## src/rtl/priority_encoder8x3_hs_if.sv

```systemverilog
// priority_encoder8x3_hs_if: request/handshake bundle (enable, req, ready in; valid, code, pending, drop_cnt out) for priority_encoder8x3_hs
interface priority_encoder8x3_hs_if #(parameter int CNT_W = 8);
  logic enable, ready, valid;
  logic [7:0] req, pending;
  logic [2:0] code;
  logic [CNT_W-1:0] drop_cnt;
  modport master(output enable, req, ready, input valid, code, pending, drop_cnt);
  modport slave(input enable, req, ready, output valid, code, pending, drop_cnt);
endinterface

```

## src/rtl/priority_encoder8x3_hs.sv

```systemverilog
// priority_encoder8x3_hs: latched 8-to-3 priority encoder on valid/ready (clk, rst_n sync active-low, bus: enable/req/ready in, valid/code/pending/drop_cnt out); define PRIO_ENC_ROUND_ROBIN_EN for rotating priority
module priority_encoder8x3_hs #(
  parameter int PRIO_HIGH = 1,
  parameter int CNT_W = 8
) (
  input logic clk,
  input logic rst_n,
  priority_encoder8x3_hs_if.slave bus
);
  typedef enum logic {IDLE, PRESENT} state_t;
  localparam logic [2:0] PTR_RST = (PRIO_HIGH != 0) ? 3'd7 : 3'd0;
  state_t state, state_n;
  logic [7:0] pending, cap, clr, kept, nxt;
  logic [2:0] code, code_n, ptr, ptr_n, win, idx;
  logic [CNT_W-1:0] drop_cnt;
  logic acc, drop;
  assign cap = bus.req & {8{bus.enable}};
  assign acc = (state == PRESENT) & bus.ready;
  assign clr = acc ? (8'b1 << code) : 8'h0;
  assign kept = pending & ~clr;
  assign nxt = kept | cap;
  assign drop = |(cap & kept);
`ifdef PRIO_ENC_ROUND_ROBIN_EN
  assign ptr_n = acc ? ((PRIO_HIGH != 0) ? code - 3'd1 : code + 3'd1) : ptr;
  always_ff @(posedge clk)
    ptr <= !rst_n ? PTR_RST : ptr_n;
`else
  assign ptr = PTR_RST;
  assign ptr_n = ptr;
`endif
  always_comb begin
    win = ptr_n;
    idx = ptr_n;
    for (int j = 7; j >= 0; j--) begin
      idx = (PRIO_HIGH != 0) ? ptr_n - 3'(j) : ptr_n + 3'(j);
      win = nxt[idx] ? idx : win;
    end
  end
  always_comb begin
    state_n = state;
    code_n = code;
    if (state == IDLE || bus.ready) begin
      state_n = (|nxt) ? PRESENT : IDLE;
      code_n = (|nxt) ? win : code;
    end
  end
  always_ff @(posedge clk) begin
    if (!rst_n) begin
      state <= IDLE;
      pending <= '0;
      code <= '0;
      drop_cnt <= '0;
    end else begin
      state <= state_n;
      pending <= nxt;
      code <= code_n;
      if (drop && drop_cnt != '1) drop_cnt <= drop_cnt + 1'b1;
    end
  end
  assign bus.valid = (state == PRESENT);
  assign bus.code = code;
  assign bus.pending = pending;
  assign bus.drop_cnt = drop_cnt;
endmodule

```

## src/flat_wrapper.sv

```systemverilog
// flat-port wrapper written by rule: the top's interface ports become plain ports
module priority_encoder8x3_hs_flat 
#(
  parameter int PRIO_HIGH = 1,
  parameter int CNT_W = 8
)
  (clk, rst_n, bus_enable, bus_req, bus_ready, bus_valid, bus_code, bus_pending, bus_drop_cnt);
  priority_encoder8x3_hs_if #(.CNT_W(CNT_W)) bus_i ();
  input logic clk;
  input logic rst_n;
  input wire logic [$bits(bus_i.enable)-1:0] bus_enable;
  input wire logic [$bits(bus_i.req)-1:0] bus_req;
  input wire logic [$bits(bus_i.ready)-1:0] bus_ready;
  output wire logic [$bits(bus_i.valid)-1:0] bus_valid;
  output wire logic [$bits(bus_i.code)-1:0] bus_code;
  output wire logic [$bits(bus_i.pending)-1:0] bus_pending;
  output wire logic [$bits(bus_i.drop_cnt)-1:0] bus_drop_cnt;
  assign bus_i.enable = bus_enable;
  assign bus_i.req = bus_req;
  assign bus_i.ready = bus_ready;
  assign bus_valid = bus_i.valid;
  assign bus_code = bus_i.code;
  assign bus_pending = bus_i.pending;
  assign bus_drop_cnt = bus_i.drop_cnt;
  priority_encoder8x3_hs #(.PRIO_HIGH(PRIO_HIGH), .CNT_W(CNT_W)) u_core (.clk(clk), .rst_n(rst_n), .bus(bus_i));
endmodule
```

## config.mk

```make
export PLATFORM = sky130hd
export DESIGN_NAME = priority_encoder8x3_hs_flat
export DESIGN_NICKNAME = d
export VERILOG_FILES = /design/src/rtl/priority_encoder8x3_hs_if.sv /design/src/rtl/priority_encoder8x3_hs.sv /design/src/flat_wrapper.sv
export SDC_FILE = /design/constraint.sdc
export NUM_CORES = 1
export LEC_CHECK = 0
export ABC_AREA = 1
export BUFFER_PORTS_ARGS = -buffer_cell sky130_fd_sc_hd__buf_2
export CORE_MARGIN = 2
export CORE_UTILIZATION = 48
export CTS_BUF_LIST = sky130_fd_sc_hd__clkbuf_8
export CTS_CLUSTER_DIAMETER = 200
export DETAILED_ROUTE_END_ITERATION = 10
export PLACE_DENSITY = 0.83
export RECOVER_POWER = 25
export SETUP_SLACK_MARGIN = 0.02
export SLEW_MARGIN = 15
export SYNTH_ARGS = -nofsm -noshare
export SYNTH_HDL_FRONTEND = slang
export SYNTH_SLANG_ARGS = --single-unit
```

## constraint.sdc

```tcl
create_clock -name clk -period 1.4 [get_ports clk]
set_input_delay 0.28 -clock clk [delete_from_list [all_inputs] [get_ports clk]]
set_output_delay 0.28 -clock clk [all_outputs]
set_load 0.01 [all_outputs]
```

---- Yosys cells after proc, flatten, opt, wreduce, memory -nomap -nowiden ----
Cells that the tools add are included.
W data, S select, Z words.
storage, ports and cells
  register bits after elaboration ......... 20
  word-level logic and storage cells ...... 29
cells by class
  $add $sub $neg .......................... 1
  equality and inequality tests ........... 1
  shift operators ......................... 1
  muxes and demuxes ....................... 10
  bitwise operators ....................... 7
  reductions and logical operators ........ 5
operators by type and width
  cell                   count
  $and A8 B8 Y8          3
  $mux W3                8
  $reduce_or A8 Y1       2
  $add A8 B1 Y8 const B  1
  $mux W8                1
  $ne A8 B8 Y1 const B   1
  $not A8 Y8             1
  $or A8 B8 Y8           1
  $shl A1 B3 Y8 const A  1
  $reduce_and A2 Y1      1
  $and A1 B1 Y1          1
  $logic_and A1 B1 Y1    1
  $logic_or A1 B1 Y1     1
  $mux W1                1
  $not A1 Y1             1

---- Depth between registers and ports, before layout ----
Gate-level depths: netlist of the first run.
  depth in word-level cells ............... 13
  gate-level depth with buffers ........... 13
  gate-level depth less buffers ........... 13

---- Worst setup path before layout of the first run ----
Ideal clock, no wire load.
  path kind ............................... flip-flop to flip-flop
  from .................................... register u_core.drop_cnt[0], in the netlist u_core.bus.drop_cnt[0]
  to ...................................... register u_core.drop_cnt[1], in the netlist u_core.bus.drop_cnt[1]
  arrival ................................. 1.570 ns
  path slack .............................. -0.286 ns
  stages on the path, launching flop included .. 9
  buffers on the path ..................... 1
  clock period less this slack ............ 1.686 ns
  path through ............................ dfxtp_1 > ha_1 > nand3_2 > or4_4 > buf_6 > nand2_8 > inv_4 > nor2_1 > nor2_1
between the ends
  word-level cells in the longest chain between the ends .. 2
  elaborated cells between the ends (all ways) .. 3
ends and longest elaborated chain
  what                                                   RTL line                      source
  from (decl)                                            priority_encoder8x3_hs.sv:15  logic [CNT_W-1:0] drop_cnt;
  from (signal assigned)                                 priority_encoder8x3_hs.sv:57  if (drop && drop_cnt != '1) drop_cnt <= drop_cnt + 1'b1;
  branches (longest 2 deep; another with $add A8 B1 Y8)  --
Several ways; the timed one is not identified.
A chain may end at the register's enable or synchronous reset.

---- Worst setup path after layout of the first run ----
  from .................................... register u_core.code[1], in the netlist u_core.bus.code[1]
  to ...................................... register u_core.code[2], in the netlist u_core.bus.code[2]
between the ends
  word-level cells in the longest chain between the ends .. 13
  elaborated cells between the ends (all ways) .. 15
ends and longest elaborated chain
  what                    RTL line                      source
  from (decl)             priority_encoder8x3_hs.sv:14  logic [2:0] code, code_n, ptr, ptr_n, win, idx;
  from (signal assigned)  priority_encoder8x3_hs.sv:56  code <= code_n;
  $shl A1 B3 Y8 (*)       priority_encoder8x3_hs.sv:19  assign clr = acc ? (8'b1 << code) : 8'h0;
  $mux W8 (*)             priority_encoder8x3_hs.sv:19
  $not A8 Y8 (*)          priority_encoder8x3_hs.sv:20  assign kept = pending & ~clr;
  $and A8 B8 Y8 (*)       priority_encoder8x3_hs.sv:20
  $or A8 B8 Y8 (*)        priority_encoder8x3_hs.sv:21  assign nxt = kept | cap;
  $mux W3 (8 in series)   priority_encoder8x3_hs.sv:36  win = nxt[idx] ? idx : win;
Mark *: on every way between the ends. The rest lies on a longest branch, timed or not.

==> qor.yml, run 1 <==
place:
  dp.final_hpwl_um: 2140
  gp_congestion: 0.882
  dp.cells: 255
  placed_cell_area_mm2: 0.00153
  portBuffers: 31
die:
  die_h_um: 52.7
  rows: 17
  start_util_pct: 50.9
  die_w_um: 52.7
  core_area_mm2: 0.00223
  die-area_mm2: 0.00277
  pin_count: 32
final_layout:
  diodes: 0
  multi_input_area_um2: 759
  final_util_pct: 78.7
  layout-drive-gt1-share_pct: 45.8
  fin_nets: 250
  fin_cells: 264
  regArea_um2: 420
  fin_area_mm2: 0.00176
  area_delta_synth_final_pct: 54.6
  nFillCells: 145
sta:
  hold_violations: 0
  worst_pin_slew_ns: 0.587
  skew_ns: 0.000644
  finalCritPeriodShare_pct: 115
  setup_tns_ns: -1.63
  fin_ws_ns: -0.215
  grt_setup_unrepaired: "yes"
  final_max_slew_viol_count: 0
  relSlewSlack_pct: 60.8
  setup_viol: 12
  fmax_mhz: 619
  layout_min_cycle_time_ns: 1.61
critical_path:
  r2r-start: "u_core.bus.code[1]"
  crit_type: "flop to flop"
  rr_endpoint: "u_core.bus.code[2]"
  r2r_cells: 10
  crit_required_ns: 1.58
  critPathSlowestCell: "dfxtp_4"
  critPathArrivalTime_ns: 1.80
  end_kind: "flop"
  slowest_delay_ns: 0.39
  path_cells: "nand2_1, nor2_1, nor2_1, nor2_1, nand2_1, nor2_1, nand2_1, nand2_2, nand2_1, a21oi_2"
  ff2ff_setup_slack_ns: -0.21
  critPathLaunchType: "flop"
  crit_fanout: 5
detailed_routing:
  viasPerCell: 5.44
  num_vias: 1436
  finalWirelength_um: 3520
  ant_nets: 0
  post_drt_wl_per_cell_um: 13.3
  dr.pass1.iters: 4
  drcViolationCount: 0
  drt_iter0_markers: 51
logic_synthesis:
  netlist-cell-type-count: 25
  synth_top_area_share_pct: 35.2
  synth.avg_cell_area_um2: 6.57
  synthTopCellsByCount: "50 x nand2_1, 28 x nor2_1, 21 x inv_1"
  ys_seq_area_share_pct: 35.2
  syn_area_mm2: 0.00114
  netlist.top_cell.by_area: "dfxtp_1"
  synth_edf_count: 0
  synthCells: 173
  synth_seq_cells: 20
  ys_warn_count: 0
  ys_top_cells_by_area: "dfxtp_1 35%, nand2_1 17%, nor2_1 9.3%"
  synth_top_flop_cell: "dfxtp_1"
  yosysMostFrequentCell: "nand2_1"
  syn-num-nets: 186
  synthArstFlopShare_pct: 0
run:
  maxCapViolations: 0
power:
  p_leak_nw: 0.897
  p_per_area_mw_per_mm2: 964
  power.total_mw: 1.69
  vdd_ir_drop_max_mv: 0.885
grt:
  grt-ovfl-total: 0
  grt.total_usage_pct: 22.7
  grt_pass1_wl_um: 4770
  grt_pass1_vias: 1144
  antenna_found_initial: 0
  grt_max_degree: 17
worst_hold_path:
  hp-class: "input port to flop"
  hold_path_end: "u_core.bus.drop_cnt[0]"
  min_delay_path_depth: 3
  hold_path.startpoint: "rst_n"
clock_network:
  htree_levels: 1
  cts.sinks: 20
  clk_latency_ns: 0.26
  clockBufferDepth: 2
  path_clk_slew_ns: 0.07
  cts-root-buf: "clkbuf_8"
  cts_tree: "done"
  postCtsHoldBufs: 0
  cts_made_buffers: 3
status:
  violations: "negative setup slack"
  outcome: "finished with violations"
[cells by family after synthesis]
family / share of synthesized area [%]
XOR/XNOR: 4.63
adder cells (fa/ha/maj): 1.10
flip-flops: 35.2
AO/OA/AOI/OAI: 10.6
buffers and inverters: 9.25
AND/OR/NAND/NOR: 39.2
[worst max-delay path, delay by kind of cell (launching register included)]
kind | cells | cell delay [ns]
and+or+nand+nor | 9 | 1.03
AOI/OAI and AO/OA | 1 | 0.11
DFF | 1 | 0.39
[cells in the final DEF, fill, tap and decap left out]
| master | count |
|---|---|
| a21boi_1 | 1 |
| a21oi_1 | 6 |
| a21oi_2 | 8 |
| a21oi_4 | 1 |
| and3_2 | 1 |
| buf_2 | 27 |
| buf_4 | 31 |
| bufinv_16 | 1 |
| clkbuf_1 | 4 |
| clkbuf_8 | 3 |
| dfxtp_1 | 14 |
| dfxtp_2 | 1 |
| dfxtp_4 | 5 |
| ha_4 | 1 |
| inv_1 | 18 |
| inv_2 | 2 |
| inv_4 | 2 |
| nand2_1 | 39 |
| nand2_2 | 10 |
| nand2_4 | 4 |
| nand2_8 | 1 |
| nand3_1 | 11 |
| nand3_2 | 1 |
| nand3_4 | 1 |
| nand4_1 | 3 |
| nor2_1 | 22 |
| nor2_2 | 4 |
| nor2_4 | 3 |
| o21ai_0 | 1 |
| o21ai_1 | 2 |
| o21bai_1 | 1 |
| or4_4 | 1 |
| xnor2_1 | 2 |
| xor2_1 | 4 |
[where the power goes]
part | internal [mW] | switching [mW]
Clock | 0.382 | 0.195
Sequential | 0.612 | 0.0458
Combinational | 0.201 | 0.258
Total | 1.19 | 0.499
[sequential cells by signal, summed over array words and instances (netlist names)]
signal	flops
u_core.bus.valid	1
u_core.bus.drop_cnt	8
u_core.bus.code	3
u_core.bus.pending	8
[layer usage]
metal / vias to the layer above / GRT usage (%) / part of all wire, %
met5: - / 0 / 0
met4: 0 / 7.26 / 3.0
met3: 13 / 3.71 / 7.4
met2: 82 / 36.3 / 47
met1: 671 / 31.0 / 43
li1: 670 / - / -
[cell type report]
| type | count | share of cell area [%] |
|---|---|---|
| clock buffers | 3 | 2.35 |
| clock inverters | 1 | 1.71 |
| inverters | 22 | 4.99 |
| multi-input cells | 128 | 43.2 |
| flip-flops and latches | 20 | 23.9 |
| well taps | 28 | 1.99 |
| repair buffers | 62 | 21.8 |
[worst max-delay path by stage]
| stage | from | slack, ns | end |
|---|---|---|---|
| floorplan | u_core.bus.drop_cnt[0] | -0.11 | u_core.bus.drop_cnt[1] |
| global placement | bus_ready | -0.12 | u_core.bus.drop_cnt[1] |
| detailed placement | bus_ready | -0.15 | u_core.bus.code[0] |
| CTS | u_core.bus.valid | -0.1 | u_core.bus.drop_cnt[1] |
| global route | u_core.bus.code[1] | -0.33 | u_core.bus.code[2] |
| finish | u_core.bus.code[1] | -0.21 | u_core.bus.code[2] |
[through the flow]
| step | setup WS (ns) | hold WS (ns) |
|---|---|---|
| after detailed placement | -0.154 | 0.551 |
| after global placement | -0.121 | 0.546 |
| after global routing | -0.327 | 0.282 |
| after floorplan | -0.115 | 0.391 |
| after CTS | -0.0952 | 0.278 |
| final | -0.215 | 0.271 |
[repair_timing]
item / 4_1_cts / 5_1_grt
endpoints found under the setup margin: 12 / 12
buffers inserted: 1 / 4
gates resized for setup: 9 / 32
pin swaps: 10 / 19
Note: power is estimated with default switching activity, not from simulation.
==> run 2, diff against run 1 <==
Settings changed: CTS_BUF_LIST sky130_fd_sc_hd__clkbuf_8 to sky130_fd_sc_hd__clkbuf_2, REMOVE_ABC_BUFFERS set to 1.
==> run 2 against run 1 <==
  * The flow still finishes with violations (negative setup slack)
  * Total power decreased by 18%
  * Count of clock-buffer cells in the layout unchanged
  * Routed wire length increased by 4.3%
==> qor.yml, run 2 (synthesis gave the netlist of run 1 again) <==
critical_path:
  r2r_cells: 10  # unchanged
  cp_num_cells: 10  # unchanged
  crit_type: "flop to flop"
  crit_family: "simple AND/OR/NAND/NOR gates"
  cp-endpoint: "u_core.bus.drop_cnt[5]"
  ff2ff_setup_slack_ns: -0.22  # about the same
  path_cells: "nand2_4, nor2_4, nand2_2, nand3_1, nand2_1, nor2_1, nand2_2, buf_12, nand3_2, a21oi_2"
  crit_fanout: 6  # +1
  r2r-start: "u_core.bus.valid"
  slowest_delay_ns: 0.41  # +0.02 ns
  critPathBufInv: 1  # +1
  critPathLaunch: "u_core.bus.valid"
  critPathArrivalTime_ns: 1.83  # +0.03 ns
  critPathLaunchType: "flop"
  critPathSlowestCell: "dfxtp_4"
  rr_endpoint: "u_core.bus.drop_cnt[5]"
  end_kind: "flop"
  crit_required_ns: 1.61  # +0.03 ns
  cpMostUsedCell: "nand2_2"
final_layout:
  fin_area_mm2: 0.00174  # -0.78%
  diodes: 0  # unchanged
  area_delta_synth_final_pct: 53.4
  top_regs: "u_core.bus.drop_cnt x8, u_core.bus.pending x8, u_core.bus.code x3"
  layout-drive-gt1-share_pct: 48.3  # +2.5 points
  final_common_cell: "nand2_1"
  layout_common_cells: "40 x nand2_1, 28 x buf_2, 26 x buf_4"
  fin_nets: 247  # -1.2%
sta:
  timing.hold.ws_ns: 0.193  # -0.0781 ns
  fin_ws_ns: -0.222  # -0.00743 ns
  grt_setup_unrepaired: "yes"
  finalCritPeriodShare_pct: 116  # +0.53 points
  fmax_mhz: 616  # -0.46%
  setup_viol: 12  # unchanged
  hold_violations: 0  # unchanged
  relSlewSlack_pct: 58.0  # -2.8 points
  layout_min_cycle_time_ns: 1.62  # +0.00743 ns
  final_max_slew_viol_count: 0  # unchanged
  skew_ns: 0.0119  # +0.0113 ns
  worst_pin_slew_ns: 0.629  # +0.0426 ns
run:
  maxCapViolations: 0  # unchanged
grt:
  grt-ovfl-total: 0  # unchanged
  antenna_found_initial: 0  # unchanged
  grt_pass1_wl_um: 4690  # -1.7%
  grt_max_degree: 17  # unchanged
  grt.total_usage_pct: 23.1  # +0.35 points
  grt_pass1_vias: 1161  # +1.5%
clock_network:
  clockBufferDepth: 2  # unchanged
  htree_levels: 1  # unchanged
  cts.sinks: 20  # unchanged
  clk_latency_ns: 0.32  # +0.06 ns
  cts_tree: "done"
  path_clk_slew_ns: 0.20  # +0.13 ns
  postCtsHoldBufs: 0  # unchanged
  cts-root-buf: "clkbuf_2"
  cts_made_buffers: 3  # unchanged
place:
  dp_slack_ns: -0.169  # -0.0152 ns
  portBuffers: 31  # unchanged
  placed_cell_area_mm2: 0.00149  # -2.5%
  dp.final_hpwl_um: 2170  # +1.3%
  gp_congestion: 0.864  # -2.0%
detailed_routing:
  viasPerCell: 5.34  # -1.9%
  finalWirelength_um: 3670  # +4.3%
  dr.pass1.iters: 4  # unchanged
  drt_iter0_markers: 57  # +12%
  drcViolationCount: 0  # unchanged
  num_vias: 1388  # -3.3%
  ant_nets: 0  # unchanged
  post_drt_wl_per_cell_um: 14.1  # +5.9%
die:
  core_area_mm2: 0.00223  # unchanged
  pin_count: 32  # unchanged
  die-area_mm2: 0.00277  # unchanged
  start_util_pct: 50.9  # unchanged
  die_w_um: 52.7  # unchanged
  rows: 17  # unchanged
  die_h_um: 52.7  # unchanged
status:
  outcome: "finished with violations"
  violations: "negative setup slack"
worst_hold_path:
  hp-class: "input port to flop"
power:
  p_per_area_mw_per_mm2: 792  # -18%
  p_leak_nw: 0.865  # -3.6%
  vdd_ir_drop_max_mv: 0.608  # -31%
==> run 2: routing by layer <==
metal  up-vias  share of wire, %  global-route usage, %
li1        666                 -                      -
met1       621                40                   27.8
met2        85                49                   39.4
met3        16               8.5                   3.43
met4         0               3.2                   11.5
met5         -                 0                      0
==> run 2: worst min path at each step <==
stage               startpoint                endpoint  cells after the start
floorplan                rst_n  u_core.bus.drop_cnt[0]                      2
global placement         rst_n  u_core.bus.drop_cnt[0]                      3
detailed placement       rst_n  u_core.bus.drop_cnt[0]                      3
CTS                      rst_n  u_core.bus.drop_cnt[0]                      3
global route             rst_n      u_core.bus.code[1]                      3
finish                   rst_n  u_core.bus.drop_cnt[0]                      3
==> run 2: where the power goes <==
group	internal [mW]	switching (mW)	leakage, nW
clock network	0.0584	0.185	0.0125
logic	0.212	0.273	0.685
registers	0.612	0.0400	0.167
==> run 2: timing repair <==
action / in CTS / in global routing
pin swaps: 5 / 9
endpoints found under the setup margin: 12 / 12
buffers inserted: 1 / 3
resized for setup: 21 / 36
==> run 2: tightest hold or removal path, cell delays in order <==
cell     delay (ns)
buf_2          0.13
nand2_1        0.06
nor2_1         0.03
==> run 2: layout make-up <==
type | instances | area, um^2
clock buffer | 3 | 15.0
multi-input combinational | 128 | 812
timing repair buffer | 59 | 378
sequential | 20 | 415
tap | 28 | 35.0
inverter | 22 | 87.6
fill | 151 | 490
==> run 2: through the flow <==
| step | power, mW | instances | util (%) | setup TNS [ns] |
|---|---|---|---|---|
| after floorplan | 0.851 | 170 | - | -1.81 |
| after global placement | 1.02 | 253 | 66.6 | -1.39 |
| after detailed placement | 1.02 | 253 | 66.6 | -1.68 |
| after CTS | 1.28 | 257 | 70.3 | -1.21 |
| after global routing | 1.45 | 260 | 78.0 | -3.48 |
| final | 1.38 | 260 | 78.0 | -2.40 |
==> run 3, diff against run 2 <==
--- a/config.mk
+++ b/config.mk
@@ -8,9 +8,12 @@
 export ABC_AREA = 1
 export BUFFER_PORTS_ARGS = -buffer_cell sky130_fd_sc_hd__buf_2
+export CELL_PAD_IN_SITES_DETAIL_PLACEMENT = 1
+export CELL_PAD_IN_SITES_GLOBAL_PLACEMENT = 2
 export CORE_MARGIN = 2
-export CORE_UTILIZATION = 48
+export CORE_UTILIZATION = 25
 export CTS_BUF_LIST = sky130_fd_sc_hd__clkbuf_2
 export CTS_CLUSTER_DIAMETER = 200
 export DETAILED_ROUTE_END_ITERATION = 10
+export HOLD_SLACK_MARGIN = 0.1
 export PLACE_DENSITY = 0.83
 export RECOVER_POWER = 25
==> constraint.sdc (replaced) <==
create_clock -name clk -period 1.4 [get_ports clk]
set_input_delay 0.28 -clock clk [delete_from_list [all_inputs] [get_ports clk]]
set_output_delay 0.28 -clock clk [all_outputs]
set_load 0.1 [all_outputs]
==> run 3 against run 2 <==
  * The run still ends with negative setup slack left
  * Worst hold slack got worse by 0.035 ns
  * Count of clock-buffer cells in the layout unchanged
  * Global-route usage decreased by 6.6 points
  * Die area increased by 84%
  * Non-clock buffer count increased by 11
  * First-iteration DRC count decreased by 42%
  * Critical endpoint is now u_core.bus.code[2]
  * Design area increased by 32%
  * Clock power increased by 94%
  * Clock skew decreased by 0.0093 ns
  * Routed wire length increased by 25%
==> qor.yml, run 3 (synthesis gave the netlist of run 1 again) <==
status:
  outcome: "finished with violations"
  violations: "negative setup slack"
grt:
  grt-ovfl-total: 0  # unchanged
  grt_pass1_vias: 1414  # +22%
  antenna_found_initial: 0  # unchanged
  grt_pass1_wl_um: 6690  # +43%
  grt.total_usage_pct: 16.5  # -6.6 points
  grt_max_degree: 13  # -4
final_layout:
  fin_nets: 258  # +4.5%
  area_delta_synth_final_pct: 102
  final_util_pct: 52.8  # -25 points
  top_regs: "u_core.bus.drop_cnt x8, u_core.bus.pending x8, u_core.bus.code x3"
  fin_area_mm2: 0.00230  # +32%
  layout_common_cells: "31 x nand2_1, 25 x buf_4, 19 x inv_1"
  final_common_cell: "nand2_1"
  diodes: 0  # unchanged
  fin_cells: 296  # +14%
  layout-drive-gt1-share_pct: 63.5  # +15 points
worst_hold_path:
  hold_path.startpoint: "rst_n"
  min_delay_path_depth: 3  # unchanged
  hold_path_end: "u_core.bus.drop_cnt[1]"
  hp-class: "input port to flop"
die:
  pin_count: 32  # unchanged
  die-area_mm2: 0.00510  # +84%
  die_w_um: 71.4  # +36%
  core_area_mm2: 0.00435  # +95%
  rows: 24  # +7
  start_util_pct: 26.1  # -25 points
  die_h_um: 71.4  # +36%
critical_path:
  critPathArrivalTime_ns: 1.90  # +0.07 ns
  critPathLaunchType: "flop"
  end_kind: "flop"
  crit_type: "flop to flop"
  rr_endpoint: "u_core.bus.code[2]"
  critPathLaunch: "u_core.bus.valid"
  ff2ff_setup_slack_ns: -0.22  # about the same
  crit_required_ns: 1.69  # +0.08 ns
  crit_fanout: 2  # -4
  r2r_cells: 9  # -1
  r2r-start: "u_core.bus.valid"
sta:
  relSlewSlack_pct: 81.5  # +24 points
  fin_ws_ns: -0.216  # +0.00654 ns
  finalCritPeriodShare_pct: 115  # -0.47 points
  fmax_mhz: 619  # +0.40%
  hold_violations: 0  # unchanged
  final_max_slew_viol_count: 0  # unchanged
  worst_pin_slew_ns: 0.280  # -0.350 ns
  skew_ns: 0.00264  # -0.00929 ns
  grt_setup_unrepaired: "yes"
  setup_viol: 13  # +1
  layout_min_cycle_time_ns: 1.62  # -0.00654 ns
power:
  p_switching_uw: 872  # +75%
  vdd_ir_drop_max_mv: 0.602  # -0.98%
  p_clk_share_pct: 22.3  # +4.7 points
  pwr-share-seq_pct: 31.4  # -16 points
  p_sw_share_pct: 41.3  # +5.2 points
  p_comb_share_pct: 46.4  # +11 points
  internal-power_mw: 1.24  # +41%
  p_per_area_mw_per_mm2: 920  # +16%
  p_leak_nw: 1.04  # +20%
  power.total_mw: 2.11  # +53%
detailed_routing:
  dr.pass1.iters: 4  # unchanged
  finalWirelength_um: 4600  # +25%
  drcViolationCount: 0  # unchanged
  viasPerCell: 4.70  # -12%
  drt_iter0_markers: 33  # -42%
  post_drt_wl_per_cell_um: 15.5  # +10%
  num_vias: 1390  # +0.14%
  ant_nets: 0  # unchanged
place:
  placed_cell_area_mm2: 0.00176  # +19%
  dp.final_hpwl_um: 2790  # +29%
  dp.cells: 278  # +9.9%
  gp_congestion: 0.820  # -5.1%
  portBuffers: 31  # unchanged
clock_network:
  clockBufferDepth: 2  # unchanged
  cts_tree: "done"
  cts-root-buf: "clkbuf_2"
  cts_made_buffers: 3  # unchanged
  postCtsHoldBufs: 0  # unchanged
  path_clk_slew_ns: 0.24  # +0.04 ns
  clk_latency_ns: 0.36  # +0.04 ns
  htree_levels: 1  # unchanged
  cts.sinks: 20  # unchanged
run:
  maxCapViolations: 0  # unchanged
-- run 3: per-stage QoR --
step	hold WS [ns]	TNS [ns]	setup slack, ns
3_5_place_dp	0.562	-2.43	-0.277
2_1_floorplan	0.400	-13.24	-0.982
4_1_cts	0.141	-1.51	-0.171
5_1_grt	0.153	-3.11	-0.302
6_report	0.158	-1.93	-0.216
3_3_place_gp	0.559	-2.32	-0.247
-- run 3: worst max path at each step --
stage	end	slack, ns
finish	u_core.bus.code[2]	-0.22
global route	u_core.bus.code[1]	-0.30
CTS	u_core.bus.code[2]	-0.17
detailed placement	u_core.bus.drop_cnt[1]	-0.28
global placement	u_core.bus.drop_cnt[0]	-0.25
floorplan	u_core.bus.drop_cnt[0]	-0.98
-- run 3: layout make-up --
| type | instances | area (um^2) |
|---|---|---|
| repair buffers | 70 | 774 |
| inverters | 22 | 87.6 |
| fillers | 515 | 2060 |
| well taps | 52 | 65.1 |
| clock inverters | 1 | 30.0 |
| flip-flops and latches | 20 | 432 |
| clock buffers | 3 | 15.0 |
| multi-input cells | 128 | 895 |
-- run 3: critical path, cell delays in order, from the launching register on --
cell and delay, ns:
dfxtp_4 0.43, buf_6 0.11, nand3_4 0.10, nor2_4 0.13
nor2_2 0.06, nor2_2 0.17, nand2_2 0.11, buf_4 0.15
o21ai_0 0.22, a21oi_2 0.08
-- run 3: routing by layer --
layer	GRT usage, %	vias up	part of all wire, %
met3	1.41	10	2.9
met2	29.1	32	52
met5	0	-	0
met4	4.40	0	2.1
li1	-	681	-
met1	21.6	667	43
-- run 3: what timing repair did --
action | 4_1_cts | 5_1_grt
pin swaps | 20 | 29
setup endpoints to repair | 19 | 29
resized for setup | 42 | 72
buffers inserted | 6 | 9
-- run 3: power groups by stage --
stage                     clock network, mW  logic, mW  registers (mW)
after floorplan                           0      0.180           0.927
after global placement                    0      0.752           0.653
after detailed placement                  0      0.757           0.654
after CTS                             0.477      0.840           0.655
after global routing                  0.501       1.04           0.671
final                                 0.471      0.980           0.663
